### config.mk
export PLATFORM = sky130hd
export DESIGN_NAME = bcd_ndigit_add_sub_serial
export DESIGN_NICKNAME = d
export VERILOG_FILES = /design/src/rtl/bcd_ndigit_add_sub_serial.sv
export SDC_FILE = /design/constraint.sdc
export NUM_CORES = 1
export LEC_CHECK = 0
export CAP_MARGIN = 20
export CORE_UTILIZATION = 44
export CTS_CLUSTER_SIZE = 20
export DETAILED_ROUTE_END_ITERATION = 8
export GPL_TIMING_DRIVEN = 0
export PLACE_DENSITY = 0.77
export REMOVE_ABC_BUFFERS = 1
export SLEW_MARGIN = 20
export SYNTH_ARGS = -nofsm -noshare
export SYNTH_HDL_FRONTEND = slang
export SYNTH_SLANG_ARGS = --single-unit
### constraint.sdc
create_clock -name clk -period 3.4 [get_ports clk]
set_clock_uncertainty 0.1 [all_clocks]
set_input_delay 0.34 -clock clk [delete_from_list [all_inputs] [get_ports clk]]
set_output_delay 0.34 -clock clk [all_outputs]
set_load 0.01 [all_outputs]
### src/rtl/bcd_ndigit_add_sub_serial.sv
// Digit-serial N-digit BCD adder/subtractor with start/done handshake.
// Subtraction produces a signed-magnitude result. A negative difference is
// re-complemented in a second digit-serial pass.
module bcd_ndigit_add_sub_serial #(
    parameter int unsigned DIGITS = 3
) (
    input  logic                  clk,
    input  logic                  rst,
    input  logic                  start,
    input  logic                  mode,
    input  logic [4*DIGITS-1:0]   bcd_x,
    input  logic [4*DIGITS-1:0]   bcd_y,
    output logic                  busy,
    output logic                  done,
    output logic [4*DIGITS-1:0]   bcd_r,
    output logic                  kout,
    output logic                  err
);

    localparam int unsigned W  = 4 * DIGITS;
    localparam int unsigned IW = (DIGITS > 1) ? $clog2(DIGITS) : 1;
    localparam logic [IW-1:0] LAST_IDX = IW'(DIGITS - 1);

    localparam logic [1:0] S_IDLE = 2'd0;
    localparam logic [1:0] S_CALC = 2'd1;
    localparam logic [1:0] S_FIX  = 2'd2;
    localparam logic [1:0] S_DONE = 2'd3;

    logic [1:0]    state, state_nxt;
    logic [W-1:0]  x_q, y_q, work, work_nxt;
    logic          mode_q, carry, c_nxt, last, in_bad;
    logic [IW-1:0] idx;
    logic [3:0]    op_a, op_b, dig;
    logic [4:0]    sum;

    function automatic logic has_bad(input logic [W-1:0] v);
        logic b;
        b = 1'b0;
        for (int i = 0; i < int'(DIGITS); i++) begin
            if (v[4*i +: 4] > 4'd9) b = 1'b1;
        end
        return b;
    endfunction

    // State register
    always_ff @(posedge clk) begin
        if (rst) state <= S_IDLE;
        else     state <= state_nxt;
    end

    // Digit adder with decimal correction and next-state decode
    always_comb begin
        op_a = x_q[3:0];
        op_b = mode_q ? (4'd9 - y_q[3:0]) : y_q[3:0];
        if (state == S_FIX) begin
            op_a = 4'd9 - work[3:0];
            op_b = 4'd0;
        end
        sum = 5'(op_a) + 5'(op_b) + 5'(carry);
        if (sum > 5'd9) begin
            dig   = 4'(sum - 5'd10);
            c_nxt = 1'b1;
        end else begin
            dig   = sum[3:0];
            c_nxt = 1'b0;
        end
        work_nxt  = W'({dig, work} >> 4);
        last      = (idx == LAST_IDX);
        in_bad    = has_bad(bcd_x) | has_bad(bcd_y);
        state_nxt = state;
        case (state)
            S_IDLE: if (start) state_nxt = in_bad ? S_DONE : S_CALC;
            S_CALC: if (last) state_nxt = (!mode_q || c_nxt) ? S_DONE : S_FIX;
            S_FIX:  if (last) state_nxt = S_DONE;
            S_DONE: state_nxt = S_IDLE;
            default: state_nxt = S_IDLE;
        endcase
    end

    // Operand latches, work register and registered outputs
    always_ff @(posedge clk) begin
        if (rst) begin
            x_q    <= '0;
            y_q    <= '0;
            work   <= '0;
            mode_q <= 1'b0;
            carry  <= 1'b0;
            idx    <= '0;
            busy   <= 1'b0;
            done   <= 1'b0;
            bcd_r  <= '0;
            kout   <= 1'b0;
            err    <= 1'b0;
        end else begin
            done <= 1'b0;
            case (state)
                S_IDLE: begin
                    if (start) begin
                        x_q    <= bcd_x;
                        y_q    <= bcd_y;
                        mode_q <= mode;
                        carry  <= mode;
                        idx    <= '0;
                        work   <= '0;
                        busy   <= 1'b1;
                        if (in_bad) begin
                            bcd_r <= '0;
                            kout  <= 1'b0;
                            err   <= 1'b1;
                            done  <= 1'b1;
                        end
                    end
                end
                S_CALC: begin
                    work  <= work_nxt;
                    carry <= c_nxt;
                    x_q   <= x_q >> 4;
                    y_q   <= y_q >> 4;
                    idx   <= last ? '0 : idx + 1'b1;
                    if (last) begin
                        if (!mode_q || c_nxt) begin
                            bcd_r <= work_nxt;
                            kout  <= mode_q ? 1'b0 : c_nxt;
                            err   <= 1'b0;
                            done  <= 1'b1;
                        end else begin
                            // negative difference: seed the 10's complement pass
                            carry <= 1'b1;
                        end
                    end
                end
                S_FIX: begin
                    work  <= work_nxt;
                    carry <= c_nxt;
                    idx   <= last ? '0 : idx + 1'b1;
                    if (last) begin
                        bcd_r <= work_nxt;
                        kout  <= 1'b1;
                        err   <= 1'b0;
                        done  <= 1'b1;
                    end
                end
                S_DONE: busy <= 1'b0;
                default: busy <= 1'b0;
            endcase
        end
    end

endmodule

=== Word level (Yosys, flattened, before mapping) ===
Cells that the tools add are included.

* Register bits: 58

* $add $sub $neg: 6
* $lt $le $gt $ge: 7
* Equality and inequality tests: 9
* Muxes and demuxes: 57
* Bitwise gates (word level): 1
* Reduce and logical (&&, ||, !) cells: 15

{| class="wikitable"
|+ Operator list
! cell !! number
|-
| $mux W12 || 8
|-
| $pmux W12 S2 || 3
|-
| $pmux W12 S3 || 1
|-
| $mux W1 || 28
|-
| $gt A4 B4 Y1 const B || 6
|-
| $mux W4 || 4
|-
| $mux W2 || 6
|-
| $pmux W1 S3 || 4
|-
| $ne A2 B2 Y1 const B || 5
|-
| $reduce_and A2 Y1 || 5
|-
| $pmux W2 S4 || 1
|-
| $sub A4 B4 Y4 const A || 2
|-
| $eq A2 B2 Y1 const B || 3
|-
| $reduce_and A6 Y1 || 1
|-
| $reduce_bool A2 Y1 || 3
|-
| $add A4 B4 Y5 || 1
|-
| $add A5 B1 Y5 || 1
|-
| $gt A5 B4 Y1 const B || 1
|-
| $pmux W2 S2 || 1
|-
| $sub A4 B4 Y4 const B || 1
|-
| $reduce_and A3 Y1 || 1
|-
| $reduce_bool A3 Y1 || 1
|-
| $add A2 B1 Y2 const B || 1
|-
| $eq A2 B1 Y1 const B || 1
|-
| other kinds (6) || 6
|}

=== Depth between registers and ports, before layout ===
* Word-level depth: 11
* Mapped depth: 14
* Mapped depth without buffers: 13

=== Worst setup path after synthesis ===
Ideal clock, no wire load.

* Path type: register to register
* Start point: register state[0]
* End point: register bcd_r[10]
* Library setup time: 116 ps
* Arrival: 3083 ps
* Required time: 3184 ps
* Slack: 101 ps
* Stages on the path, launching flop included: 12
* Path buffers: 1
* Clock period less this slack: 3299 ps
* Cell sequence: dfxtp_1 > inv_1 > ha_1 > clkbuf_1 > mux2_2 > fa_1 > o22a_1 > o221a_2 > a31oi_4 > a2111o_2 > and3_1 > a41o_1

* Cells in the longest elaborated chain, start to end: 9
* Elaborated cells between the ends (all ways): 23
* Those cells by class: add/sub (3); order compare (1); eq/ne (7); mux (8); reduce/logical (4)

{| class="wikitable"
|+ RTL lines
! item !! RTL line !! source
|-
| from (decl) || 29 || <nowiki>logic [1:0] state, state_nxt;</nowiki>
|-
| from (signal assigned) || 48 || <nowiki>else state <= state_nxt;</nowiki>
|-
| $eq A2 B2 Y1 || 55, 96 ||
|-
| $mux W4 || 55 || <nowiki>if (state == S_FIX) begin</nowiki>
|-
| $add A4 B4 Y5 || 59 || <nowiki>sum = 5'(op_a) + 5'(op_b) + 5'(carry);</nowiki>
|-
| $add A5 B1 Y5 || 59 ||
|-
| $sub A4 B4 Y4 or $gt A5 B4 Y1 (tied branches) || 61, 60 ||
|-
| $mux W4 or $mux W1 (tied branches) || 60 || <nowiki>if (sum > 5'd9) begin</nowiki>
|-
| $mux W12 or $logic_or A1 B1 Y1 (tied branches) || 121 || <nowiki>if (!mode_q || c_nxt) begin</nowiki>
|-
| $mux W12 or $ne A2 B2 Y1 (tied branches) || -- ||
|-
| $pmux W12 S3 or $reduce_and A6 Y1 (tied branches) || -- ||
|-
| to (signal assigned) || 122 || <nowiki>bcd_r <= work_nxt;</nowiki>
|-
| to (signal assigned) || 137 || <nowiki>bcd_r <= work_nxt;</nowiki>
|-
| to (decl) || 15 || <nowiki>output logic [4*DIGITS-1:0] bcd_r,</nowiki>
|}

Parallel ways exist; a longest one is shown, timed or not. The select of a mux whose other input is x is not followed.
A chain may end at the register's enable or synchronous reset.

=== Worst setup path in the final report ===
Ends and elaborated chain as after synthesis.

==> summary.md <==
| Metric | Value |
|---|---|
| Most common cell in the netlist | `dfxtp_1` |
| Period utilisation layout | `96.5%` |
| GRT overflow | `0` |
| Worst setup EP type | `register` |
| Detailed-route via count | `between 2000 and 3000` |
| Total global-route track usage | `18.9%` |
| Area post-placement | `around 3400 µm²` |
| Number of I/O pins | `44` |
| Initial antenna violation count | `0` |
| Die Span Y | `84.4 µm` |
| CTS clk-pin slew, worst paths | `0.07 ns` |
| Synth unique cells | `47` |
| FFs w/ async S/R, synth | `0%` |
| Final Net Count | `424` |
| Antenna diodes | `0` |
| Critical path class | `register to register` |
| Root Buffer | `clkbuf_8` |
| Outcome | `complete, but fails checks` |
| Largest cells by area after synthesis | `dfxtp_1 39%, mux2i_1 6.4%, nor2_1 5.5%` |
| YS warnings | `0` |
| Drt first pass iters | `7` |
| Mapped Area | `2990 µm²` |
| Worst path required time | `roughly 3.5 ns` |
| CTS tree | `done` |
| Share of post-route cells with drive strength above 1 | `roughly 16%` |
| Synth area leader | `dfxtp_1` |
| HPWL after detailed placement | `4370 µm` |
| Syn Area/Cell | `8.61 µm²` |
| Crit-path max FO | `6` |
| Buf/Inv on CP | `2` |
| Tmin final | `3.28 ns` |
| Cell family with most CP delay | `compound AO/OA/AOI/OAI gates` |
| H-tree Lvls | `3` |
| RSZ-0062 raised after global routing | `false` |
| First-pass GRT wire length | `~11000 µm` |
| Top sig layer | `met4` |
| Via/cell ratio | `approximately 5.5` |
| Setup violations, final | `0` |
| WL met1 | `2860 µm` |
| Slew Viols, Final | `0` |
| Synth Flop Type | `dfxtp_1` |
| IO buf count | `43` |
| Yosys reg bits | `58` |
| Final wirelength | `6290 µm` |
| Row cnt | `29` |
| Min-delay worst type | `input pin to register` |
| Number of global-route vias before repair | `2471` |
| Hold Fails Final Rpt | `0` |
| Initial Utilization | `46.3%` |
| Arrival time at the worst endpoint | `approximately 3.4 ns` |
| Maximum VDD drop | `0.000571 V` |
| Met3 wire length | `271 µm` |
| Number of DRC markers in iteration 0 | `96` |
| CP max-delay cell | `fa_2` |
| CP dominant cell by count | `fa_2` |
| P&R area growth vs syn | `23.6%` |
| Design area | `3690 µm²` |
| Routed wire per std cell | `roughly 14 µm` |
| Hold_buf cts | `0` |
| Violated checks | `DRC` |
| Sequential element share of the synthesized area | `38.8%` |
| Clock Sinks | `slightly below 60` |
| WL met2 | `3040 µm` |
| Clk_lat worst skew | `0.35 ns` |
| Leak | `0.00136 µW` |
| Top cell type's share of synthesized area | `about two fifths` |
| Final antenna-violating net count | `0` |
| Critical path's largest stage delay | `0.57 ns` |
| Chip width | `between 80 and 90 µm` |
| Max_cap viols | `0` |
| Largest net degree at the start of global routing | `43` |
| TritonCTS buffer count | `9` |
| Core Box Area | `6460 µm²` |
| Setup TNS | `0 ns` |
| Commonest cells post-synth | `58 x dfxtp_1, 44 x nor2_1, 30 x nand2_1` |
| Cell Pwr Density | `1000 nW/µm²` |
| Worst-Margin Slew | `approximately 1.0 ns` |
| CP Launch Type | `register` |
| Final GP Congestion | `slightly below 0.8` |
| Die ar. | `~7100 µm²` |
| Worst-path cell chain | `inv_4 > ha_4 > o21ai_2 > fa_2 > inv_1 > fa_2 > o22a_1 > o221a_2 > a31oi_4 > a2111o_2 > and3_1 > a41o_1` |
| Longest Clk Path Bufs | `2` |
| Slew margin rel. | `32.6%` |
| Util after Layout | `57.2%` |
| Mapped Cells | `about 350` |
| Residual DRC | `3` |
| Post-synth EDFFs | `0` |
| Fmax | `0.305 GHz` |
## logic make-up (layout without fill, tap and decap cells)
logic type	Yosys count	in the layout	share of synthesized area, %
XOR/XNOR	5	5	1.47
adder cells (fa/ha/maj)	13	13	5.94
buffers and inverters	35	76	5.48
AND/OR/NAND/NOR	123	123	18.9
multiplexers	22	22	7.49
flip-flops	58	58	38.8
AO/OA/AOI/OAI	91	91	21.9
## report_power, final
part | switching (µW) | total [µW] | internal (µW)
combinational | 1190 | 2060 | 869
clock | 280 | 654 | 374
sequential | 127 | 998 | 871
## worst paths after layout
| path | endpoint | slack (ns) | depth (start not counted) | start |
|---|---|---|---|---|
| setup / recovery | bcd_r[10] | 0.12 | 12 | state[0] |
| hold / removal | bcd_r[4] | 0.30 | 2 | rst |
| setup reg to reg | bcd_r[10] | 0.12 | 12 | state[0] |
| hold reg to reg | kout | 0.35 | 2 | kout |
## placed cells by master, fill, tap and decap left out, types with 3 or more instances in the layout
| master | n |
|---|---|
| nor2_1 | 44 |
| a22oi_1 | 8 |
| a211oi_1 | 18 |
| inv_1 | 10 |
| mux2_2 | 3 |
| xnor2_1 | 3 |
| o21ai_0 | 10 |
| nor2b_1 | 4 |
| mux2i_1 | 19 |
| nand3_1 | 20 |
| clkinv_2 | 3 |
| clkbuf_8 | 11 |
| clkdlybuf4s50_1 | 42 |
| nand2_1 | 30 |
| buf_4 | 4 |
| a21oi_1 | 24 |
| a21oi_2 | 10 |
| nand2_2 | 10 |
| nand2b_1 | 4 |
| dfxtp_1 | 56 |
| ha_1 | 8 |
## area by class of cell
| class | instances | area (µm²) |
|---|---|---|
| timing repair buffer | 49 | 487 |
| clock buffer | 11 | 151 |
| multi-input combinational | 254 | 1700 |
| sequential | 58 | 1160 |
| tap | 77 | 96.3 |
| inverter | 11 | 43.8 |
| clock inverter | 5 | 52.6 |
| fill | 599 | 2760 |
## metal layers
layer	vias up	global-route usage [%]
li1	1290	-
met5	-	0
met2	66	33.2
met3	15	5.11
met4	0	7.55
met1	1180	21.8
## registers in the layout (all words and copies together) (netlist names)
| signal | cells |
|---|---|
| y_q | 12 |
| err | 1 |
| idx | 2 |
| carry | 1 |
| kout | 1 |
| state | 2 |
| done | 1 |
| mode_q | 1 |
| work | 12 |
| busy | 1 |
| bcd_r | 12 |
| x_q | 12 |
## through the flow
stage | std cells | total power [µW] | hold slack [ns] | setup slack, ns
floorplan | 323 | 2460 | 0.302 | -0.00424
global placement | 443 | 2860 | 0.343 | -0.412
detailed placement | 444 | 2920 | 0.348 | -0.442
CTS | 464 | 3690 | 0.292 | 0.0436
global route | 465 | 3990 | 0.313 | 0.00880
finish | 465 | 3710 | 0.298 | 0.120
## timing repair
item                                    4_1_cts  5_1_grt
pin swaps                                     2        2
setup buffers                                 4        0
endpoints found under the setup margin       17        5
gates resized for setup                      11        4
cloned                                        0        1
Note: power is estimated with default switching activity, not from simulation.
